==> src/rtl/biu_prefetch_if.sv <==
// Memory-side bus of the prefetch BIU.
// The master drives registered strobes; the slave answers with ready and read data.
interface biu_prefetch_if #(
    parameter int DATA_W = 8,
    parameter int ADDR_W = 16
);
    logic [ADDR_W-1:0] mem_addr;
    logic              mem_rd;
    logic              mem_wr;
    logic [DATA_W-1:0] mem_wdata;
    logic [DATA_W-1:0] mem_rdata;
    logic              mem_ready;

    modport master (
        output mem_addr, mem_rd, mem_wr, mem_wdata,
        input  mem_rdata, mem_ready
    );

    modport slave (
        input  mem_addr, mem_rd, mem_wr, mem_wdata,
        output mem_rdata, mem_ready
    );
endinterface

==> src/rtl/biu_prefetch.sv <==
// Bus interface unit: one memory port arbitrated between an instruction
// prefetch queue and a single data load/store channel, with branch flush.
module biu_prefetch #(
    parameter int                DATA_W   = 8,
    parameter int                ADDR_W   = 16,
    parameter int                QDEPTH   = 4,
    parameter logic [ADDR_W-1:0] RESET_PC = '0
) (
    input  logic                        clk,
    input  logic                        rst,
    biu_prefetch_if.master              mem,
    output logic                        ifq_valid,
    output logic [DATA_W-1:0]           ifq_data,
    output logic [ADDR_W-1:0]           ifq_pc,
    input  logic                        ifq_pop,
    input  logic                        flush,
    input  logic [ADDR_W-1:0]           flush_pc,
    input  logic                        d_req,
    input  logic                        d_we,
    input  logic [ADDR_W-1:0]           d_addr,
    input  logic [DATA_W-1:0]           d_wdata,
    output logic                        d_ack,
    output logic [DATA_W-1:0]           d_rdata,
    output logic [$clog2(QDEPTH):0]     q_count
);
    localparam int PW = $clog2(QDEPTH);
    localparam int CW = PW + 1;
    localparam logic [CW-1:0] FULL = CW'(QDEPTH);

    typedef enum logic [1:0] {IDLE, FETCH, DATA} state_t;

    state_t            state, next_state;
    logic              start_fetch, start_data, finish;
    logic              push, pop, stale;
    logic [ADDR_W-1:0] fetch_pc;
    logic [PW-1:0]     head, tail;
    logic [DATA_W-1:0] q_data [QDEPTH];
    logic [ADDR_W-1:0] q_pc   [QDEPTH];

    // Data requests win every IDLE decision; the ack cycle masks a still-held d_req.
    always_comb begin
        next_state  = state;
        start_fetch = 1'b0;
        start_data  = 1'b0;
        finish      = 1'b0;
        unique case (state)
            IDLE: begin
                if (d_req && !d_ack) begin
                    next_state = DATA;
                    start_data = 1'b1;
                end else if (!flush && q_count < FULL) begin
                    next_state  = FETCH;
                    start_fetch = 1'b1;
                end
            end
            FETCH, DATA: begin
                if (mem.mem_ready) begin
                    next_state = IDLE;
                    finish     = 1'b1;
                end
            end
            default: next_state = IDLE;
        endcase
    end

    always_ff @(posedge clk) begin
        if (rst) state <= IDLE;
        else     state <= next_state;
    end

    assign push      = (state == FETCH) && mem.mem_ready && !stale && !flush;
    assign pop       = ifq_pop && (q_count != '0);
    assign ifq_valid = (q_count != '0);
    assign ifq_data  = q_data[head];
    assign ifq_pc    = q_pc[head];

    always_ff @(posedge clk) begin
        if (rst) begin
            mem.mem_addr  <= '0;
            mem.mem_rd    <= 1'b0;
            mem.mem_wr    <= 1'b0;
            mem.mem_wdata <= '0;
            d_ack         <= 1'b0;
            d_rdata       <= '0;
        end else begin
            d_ack <= finish && (state == DATA);
            if (start_fetch) begin
                mem.mem_addr <= fetch_pc;
                mem.mem_rd   <= 1'b1;
            end else if (start_data) begin
                mem.mem_addr  <= d_addr;
                mem.mem_rd    <= !d_we;
                mem.mem_wr    <= d_we;
                mem.mem_wdata <= d_we ? d_wdata : '0;
            end else if (finish) begin
                mem.mem_rd    <= 1'b0;
                mem.mem_wr    <= 1'b0;
                mem.mem_wdata <= '0;
                if (state == DATA && mem.mem_rd) d_rdata <= mem.mem_rdata;
            end
        end
    end

    // A flush during a fetch lets the bus cycle finish but drops its data.
    always_ff @(posedge clk) begin
        if (rst) begin
            fetch_pc <= RESET_PC;
            stale    <= 1'b0;
            head     <= '0;
            tail     <= '0;
            q_count  <= '0;
        end else begin
            if (start_fetch)                 stale <= 1'b0;
            else if (flush && state == FETCH) stale <= 1'b1;

            if (flush) begin
                fetch_pc <= flush_pc;
                head     <= '0;
                tail     <= '0;
                q_count  <= '0;
            end else begin
                if (push) begin
                    tail     <= tail + 1'b1;
                    fetch_pc <= fetch_pc + 1'b1;
                end
                if (pop) head <= head + 1'b1;
                if (push && !pop)      q_count <= q_count + 1'b1;
                else if (pop && !push) q_count <= q_count - 1'b1;
            end
        end
    end

    always_ff @(posedge clk) begin
        if (push) begin
            q_data[tail] <= mem.mem_rdata;
            q_pc[tail]   <= fetch_pc;
        end
    end
endmodule

==> src/flat_wrapper.sv <==
// flat-port wrapper written by rule: the top's interface ports become plain ports
module biu_prefetch_flat 
#(
    parameter int                DATA_W   = 8,
    parameter int                ADDR_W   = 16,
    parameter int                QDEPTH   = 4,
    parameter logic [ADDR_W-1:0] RESET_PC = '0
)
  (clk, rst, ifq_valid, ifq_data, ifq_pc, ifq_pop, flush, flush_pc, d_req, d_we, d_addr, d_wdata, d_ack, d_rdata, q_count, mem_mem_addr, mem_mem_rd, mem_mem_wr, mem_mem_wdata, mem_mem_rdata, mem_mem_ready);
  biu_prefetch_if #(.DATA_W(DATA_W), .ADDR_W(ADDR_W)) mem_i ();
  input  logic clk;
  input  logic rst;
  output logic ifq_valid;
  output logic [DATA_W-1:0] ifq_data;
  output logic [ADDR_W-1:0] ifq_pc;
  input  logic ifq_pop;
  input  logic flush;
  input  logic [ADDR_W-1:0] flush_pc;
  input  logic d_req;
  input  logic d_we;
  input  logic [ADDR_W-1:0] d_addr;
  input  logic [DATA_W-1:0] d_wdata;
  output logic d_ack;
  output logic [DATA_W-1:0] d_rdata;
  output logic [$clog2(QDEPTH):0] q_count;
  output wire logic [$bits(mem_i.mem_addr)-1:0] mem_mem_addr;
  output wire logic [$bits(mem_i.mem_rd)-1:0] mem_mem_rd;
  output wire logic [$bits(mem_i.mem_wr)-1:0] mem_mem_wr;
  output wire logic [$bits(mem_i.mem_wdata)-1:0] mem_mem_wdata;
  input wire logic [$bits(mem_i.mem_rdata)-1:0] mem_mem_rdata;
  input wire logic [$bits(mem_i.mem_ready)-1:0] mem_mem_ready;
  assign mem_mem_addr = mem_i.mem_addr;
  assign mem_mem_rd = mem_i.mem_rd;
  assign mem_mem_wr = mem_i.mem_wr;
  assign mem_mem_wdata = mem_i.mem_wdata;
  assign mem_i.mem_rdata = mem_mem_rdata;
  assign mem_i.mem_ready = mem_mem_ready;
  biu_prefetch #(.DATA_W(DATA_W), .ADDR_W(ADDR_W), .QDEPTH(QDEPTH), .RESET_PC(RESET_PC)) u_core (.clk(clk), .rst(rst), .mem(mem_i), .ifq_valid(ifq_valid), .ifq_data(ifq_data), .ifq_pc(ifq_pc), .ifq_pop(ifq_pop), .flush(flush), .flush_pc(flush_pc), .d_req(d_req), .d_we(d_we), .d_addr(d_addr), .d_wdata(d_wdata), .d_ack(d_ack), .d_rdata(d_rdata), .q_count(q_count));
endmodule
==> config.mk <==
export PLATFORM = sky130hd
export DESIGN_NAME = biu_prefetch_flat
export DESIGN_NICKNAME = d
export VERILOG_FILES = /design/src/rtl/biu_prefetch_if.sv /design/src/rtl/biu_prefetch.sv /design/src/flat_wrapper.sv
export SDC_FILE = /design/constraint.sdc
export NUM_CORES = 1
export LEC_CHECK = 0
export CAP_MARGIN = 20
export CORE_AREA = 2 2 130 132
export CTS_BUF_LIST = sky130_fd_sc_hd__clkbuf_2 sky130_fd_sc_hd__clkbuf_4 sky130_fd_sc_hd__clkbuf_8
export DETAILED_ROUTE_END_ITERATION = 10
export DIE_AREA = 0 0 132 134
export HOLD_SLACK_MARGIN = 0.1
export PLACE_DENSITY_LB_ADDON = 0.12
export SLEW_MARGIN = 0
export SYNTH_ARGS = -nofsm -noshare
export SYNTH_HDL_FRONTEND = slang
export SYNTH_SLANG_ARGS = --single-unit
==> constraint.sdc <==
create_clock -name clk -period 2.5 [get_ports clk]
set_input_delay 0.5 -clock clk [delete_from_list [all_inputs] [get_ports clk]]
set_output_delay 0.5 -clock clk [all_outputs]
set_load 0.1 [all_outputs]
Yosys cells after proc, flatten, opt, wreduce, memory -nomap -nowiden
Memory sizes are Yosys's and may differ from the RTL's. A register that Yosys moved wholly into a read port is not among the register bits.
Cells that the tools add are included.
Widths: inputs -> output; s select.

operators by class
  order comparisons = 1
  reductions and logical operators = 30
  bitwise operators = 2
  muxes and demuxes = 30
  add/sub/neg operators = 5
  equality and inequality tests = 4

operator list
  cell                   count
  $mux 16                4
  $mux 8                 3
  $add 16x1->16 const B  1
  $mux 2                 7
  $mux 1                 13
  $logic_and 1x1->1      11
  $reduce_bool 2->1      4
  $logic_not 1->1        6
  $mux 3                 2
  $reduce_bool 3->1      2
  $reduce_or 2->1        3
  $add 2x1->2 const B    2
  $pmux 2 s2             1
  $reduce_and 2->1       2
  $reduce_and 4->1       1
  $add 3x1->3 const B    1
  $lt 3x3->1 const B     1
  $ne 3x1->1 const B     1
  $sub 3x1->3 const B    1
  $eq 2x1->1 const B     1
  $eq 2x2->1 const B     1
  $logic_not 2->1        1
  $ne 2x2->1 const B     1
  $not 1->1              2

storage, ports and cells
  memories kept = 2
  register bits = 61
  output and inout bits = 63
  word-level logic and storage cells = 86
  bits in writable memories = 96

memory list
  name           words  bits a word  read ports  clocked after Yosys merged registers in  write ports  RTL line            RTL
  u_core.q_pc    4      16           1           1                                        1            biu_prefetch.sv:38  logic [ADDR_W-1:0] q_pc [QDEPTH];
  u_core.q_data  4      8            1           1                                        1            biu_prefetch.sv:37  logic [DATA_W-1:0] q_data [QDEPTH];

Longest topological paths before layout
  depth in word-level cells = 8
  mapped depth = 10
  depth with buffers taken out = 10

Worst setup path before layout
Ideal clock, no wire load.

  kind = reg-to-reg
  start = register u_core.q_count[0]
  end = register u_core.q_count[2]
  arrival time = 3.044 ns
  path slack = -0.614 ns
  clock period less this slack = 3.114 ns
  required time = 2.430 ns
  cell stages (with the launch flop) = 9
  setup time = 0.070 ns
  path through = dfxtp_1 -> or3_1 -> nand2_1 -> ha_1 -> inv_1 -> fa_1 -> xor2_1 -> or3_1 -> a21oi_1

on the way
  cells in the longest elaborated chain, start to end = 5
  elaborated cells on any way between the ends = 10
  classes of those cells = add/sub (2); mux (2); reduce/logical (6)

ends and longest elaborated chain
  item                                                RTL line             RTL
  start: declaration                                  biu_prefetch.sv:24   output logic [$clog2(QDEPTH):0] q_count
  start signal: assignment                            biu_prefetch.sv:127  if (push && !pop) q_count <= q_count + 1'b1;
  start signal: assignment                            biu_prefetch.sv:128  else if (pop && !push) q_count <= q_count - 1'b1;
  $reduce_bool 3->1 *                                 n/a
  named net ifq_valid                                 flat_wrapper.sv:13   output logic ifq_valid;
  $logic_and 1x1->1 *                                 biu_prefetch.sv:72   assign pop = ifq_pop && (q_count != '0);
  $logic_not 1->1                                     biu_prefetch.sv:127
  $logic_and 1x1->1                                   biu_prefetch.sv:127
  $mux 3 / $reduce_bool 2->1 (equally long branches)  n/a

The timed path passes the listed nets; every way through them passes the cells marked *. The select of a mux whose other input is x is not followed.
A chain may end at the register's enable or synchronous reset.

==> metrics.md <==
| Metric | Value |
|---|---|
| Synth Area in Adders | 0.0208 |
| # diodes | 0 |
| First-pass GRT wire length | roughly 23000 um |
| Worst setup path class | reg -> out |
| Most used routing layer | met2 |
| Hold/Removal Path Class | reg -> reg |
| Die area | roughly 18000 um^2 |
| Final setup violation count | 0 |
| Final worst setup slack | ~190 ps |
| R2r worst-path depth | 10 |
| Post-Layout Cell Count | 827 |
| Syn_nets | ~530 |
| Cell Area, Synth | 6380 um^2 |
| Seq/Total Area, Yosys | 0.650 |
| Total CTS buffers | 17 |
| R2r endpoint | u_core.q_count[2] |
| Gate Count Post-Synth | ~460 |
| Site Rows | 47 |
| Syn Area/Cell | about 14 um^2 |
| Worst Max-Slew Pin Slew | 490 ps |
| Yosys cell types | 48 |
| CTS resizes | 0 |
| Initial antenna violation count | 0 |
| Starting density of the core | 0.392 |
| Post-synth EDFFs | between 90 and 100 |
| Post-layout minimum cycle time | about 2300 ps |
| CTS tree | yes |
| Drt via density | ~5 |
| GP Congestion | 0.803 |
| Residual DRC | 0 |
| Largest family of logic cells by synthesized area | simple AND/OR/NAND/NOR gates |
| Max-Cap Viols | 0 |
| Cells after DPL | 794 |
| Met2 usage | 0.270 |
| Seq cells post-synth | ~160 |
| Worst VDD drop | about 0.00036 V |
| Critical path peak fanout | 24 |
| Met1 GRT Util | 0.215 |
| RSZ-0062 raised after global routing | no |
| Fin util | 0.517 |
| Core Footprint | between 15000 and 20000 um^2 |
| H-tree depth | 4 |
| Worst Clk Skew | approximately 11 ps |
| Outcome | finished, final reports clean |
| IO Count | 118 |
| Post-CTS setup buffer count | 0 |
| Multi-input gate area in the final layout | 2100 um^2 |
| Synth Area in XOR/XNOR | 0.0206 |
| Critical Path AT | approximately 1800 ps |
| Ratio of cells with drive above 1 in the final layout | 0.244 |
| Largest net degree at the start of global routing | 37 |
| Leakage | about 0.0029 uW |
| Area growth syn-to-layout | 32.0% |
| Reg-to-Reg Start | u_core.state[1] |
| Pre-CTS WS | -57.2 ps |
| Fillcell total | approximately 1400 |
| Sequential Area | roughly 4200 um^2 |
| Post-synth top flop | edfxtp_1 |
| Vias | between 4000 and 5000 |
| Final Max Slew Viols | 0 |
| Remaining Overflow, GRT | 0 |
| Post-synth top area share | 0.452 |
| Routed Antenna Nets | 0 |
| Clock Tree Buf Depth | 2 |
| CP Launch Type | flop |
| WP data required | approximately 2000 ps |
| Period utilisation layout | 0.924 |
| Synth warn | 0 |
| Met3 Usage GRT | 0.0495 |
| Die H | approximately 130 um |
| Final nets | approximately 660 |
| Multiplexer share of the synthesized area | 0.102 |
| Final hold violation count | 0 |
| Root Buffer | clkbuf_8 |
| All-Layer GR Usage | 0.167 |
| R2r setup slk | 320 ps |
| CTS Hold Bufs | 0 |
| Clock sinks | about 160 |
| Synth Area in Simple Gates | 0.104 |
| Drt first-iter violations | about 290 |
| Total power density per cell area | ~620 nW/um^2 |
| Rel. slew slack | 0.673 |
| Fin Setup TNS | 0 ps |
| Port bufs | about 120 |
| CTS clk-pin slew, worst paths | about 80 ps |
| Post-DP HPWL | 9590 um |
| Wirelength, routed | between 10000 and 15000 um |
| Async set-or-reset flop fraction in the synthesized netlist | 0 |
| Avg WL per Cell | between 15 and 20 um |
| Most area-consuming cells after synthesis | edfxtp_1 45%, dfxtp_1 20%, mux4_2 8.5% |
| Post-synthesis compound-gate area fraction | 0.0795 |
| Vias in the first global route | between 4000 and 5000 |
| CP Capture Type | output port |
| DRT Pass-1 Iters | 4 |
| Synth area leader | edfxtp_1 |
| Min Hold Slack | between 400 and 500 ps |
| Max frequency | approximately 430 MHz |
| Clk_lat worst skew | roughly 450 ps |
| End of the critical path | ifq_pc[0] |
| Die Wd | about 130 um |
## metal layers
layer  part of all wire  up-vias
met5                  0        -
met4             0.0082        0
met3              0.059        9
met2               0.49      104
met1               0.45     2062
li1                   -     1990
## Yosys cell counts, drive strengths merged, types with 2 or more instances
master and count:
buf 14, mux4 24, nand3 10, o21ai 13
or2 2, a311oi 2, mux2i 11, nand2b 17
edfxtp 96, and2 5, nor2 28, and4 2
xnor2 6, inv 8, nand4 5, nand2 35
or3 5, dfxtp 63, nor4 3, a21oi 32
nand4b 2, a211oi 11, clkbuf 12, nor3 6
xor2 9, o31ai 2, ha 9, a22oi 18
## kinds of logic (layout without fill, tap and decap cells)
group | count (synthesis) | in the layout
and+or+nand+nor | 126 | 126
DFF | 159 | 159
xor gates and xnor gates | 15 | 15
AOI/OAI and AO/OA | 82 | 82
buffers and inverters | 35 | 180
adders and majority gates | 10 | 10
muxes | 35 | 35
## area by class of cell
| class | instances | share of cell area |
|---|---|---|
| clock inverter | 10 | 0.00595 |
| timing repair buffer | 139 | 0.183 |
| inverter | 9 | 0.00401 |
| tap | 220 | 0.0327 |
| clock buffer | 22 | 0.0323 |
| sequential | 159 | 0.493 |
| multi-input combinational | 268 | 0.249 |
## where the power goes
group	internal, uW	switching, uW
sequential	2840	78.0
clock	719	881
combinational	248	492
## critical path: stages, from the launching register on
cell and delay [ps]:
dfxtp_2 340, buf_12 220, mux4_2 590, buf_12 200
## how the worst min path moves through the flow
stage / start / endpoint / slack (ps) / cells after the start
finish: u_core.mem.mem_addr[11] / u_core.mem.mem_addr[11] / 460 / 2
global route: u_core.mem.mem_addr[8] / u_core.mem.mem_addr[8] / 490 / 2
CTS: u_core.mem.mem_addr[9] / u_core.mem.mem_addr[9] / 470 / 2
detailed placement: u_core.mem.mem_addr[9] / u_core.mem.mem_addr[9] / 450 / 2
global placement: u_core.mem.mem_addr[4] / u_core.mem.mem_addr[4] / 440 / 2
floorplan: u_core.head[1] / flop / 480 / 2
## placed cells by master (no fill, tap or decap), drive strengths merged, types with 10 or more instances in the layout
cell	instances
clkdlybuf4s50	53
o21ai	13
a21oi	32
nand3	10
a22oi	18
nand2	35
a211oi	11
dfxtp	63
mux4	24
nand2b	17
mux2i	11
edfxtp	96
clkbuf	22
nor2	28
buf	86
## per-stage QoR
step	total power, uW	cell area [um^2]
after CTS	5300	8410
after floorplan	3440	6390
after detailed placement	3710	8090
after global routing	5460	8420
final	5250	8420
after global placement	3700	8090
## sequential cells by signal, summed over array words and instances, names as in the netlist, named ones only
register and count:
u_core.q_pc 64, u_core.q_data 32, u_core.fetch_pc 16, u_core.mem.mem_addr 16, u_core.d_rdata 8, u_core.mem.mem_wdata 8, u_core.q_count 3, u_core.head 2
u_core.state 2, u_core.tail 2, u_core.d_ack 1, u_core.mem.mem_rd 1, u_core.mem.mem_wr 1, u_core.stale 1
(Power assumes the default switching activity.)
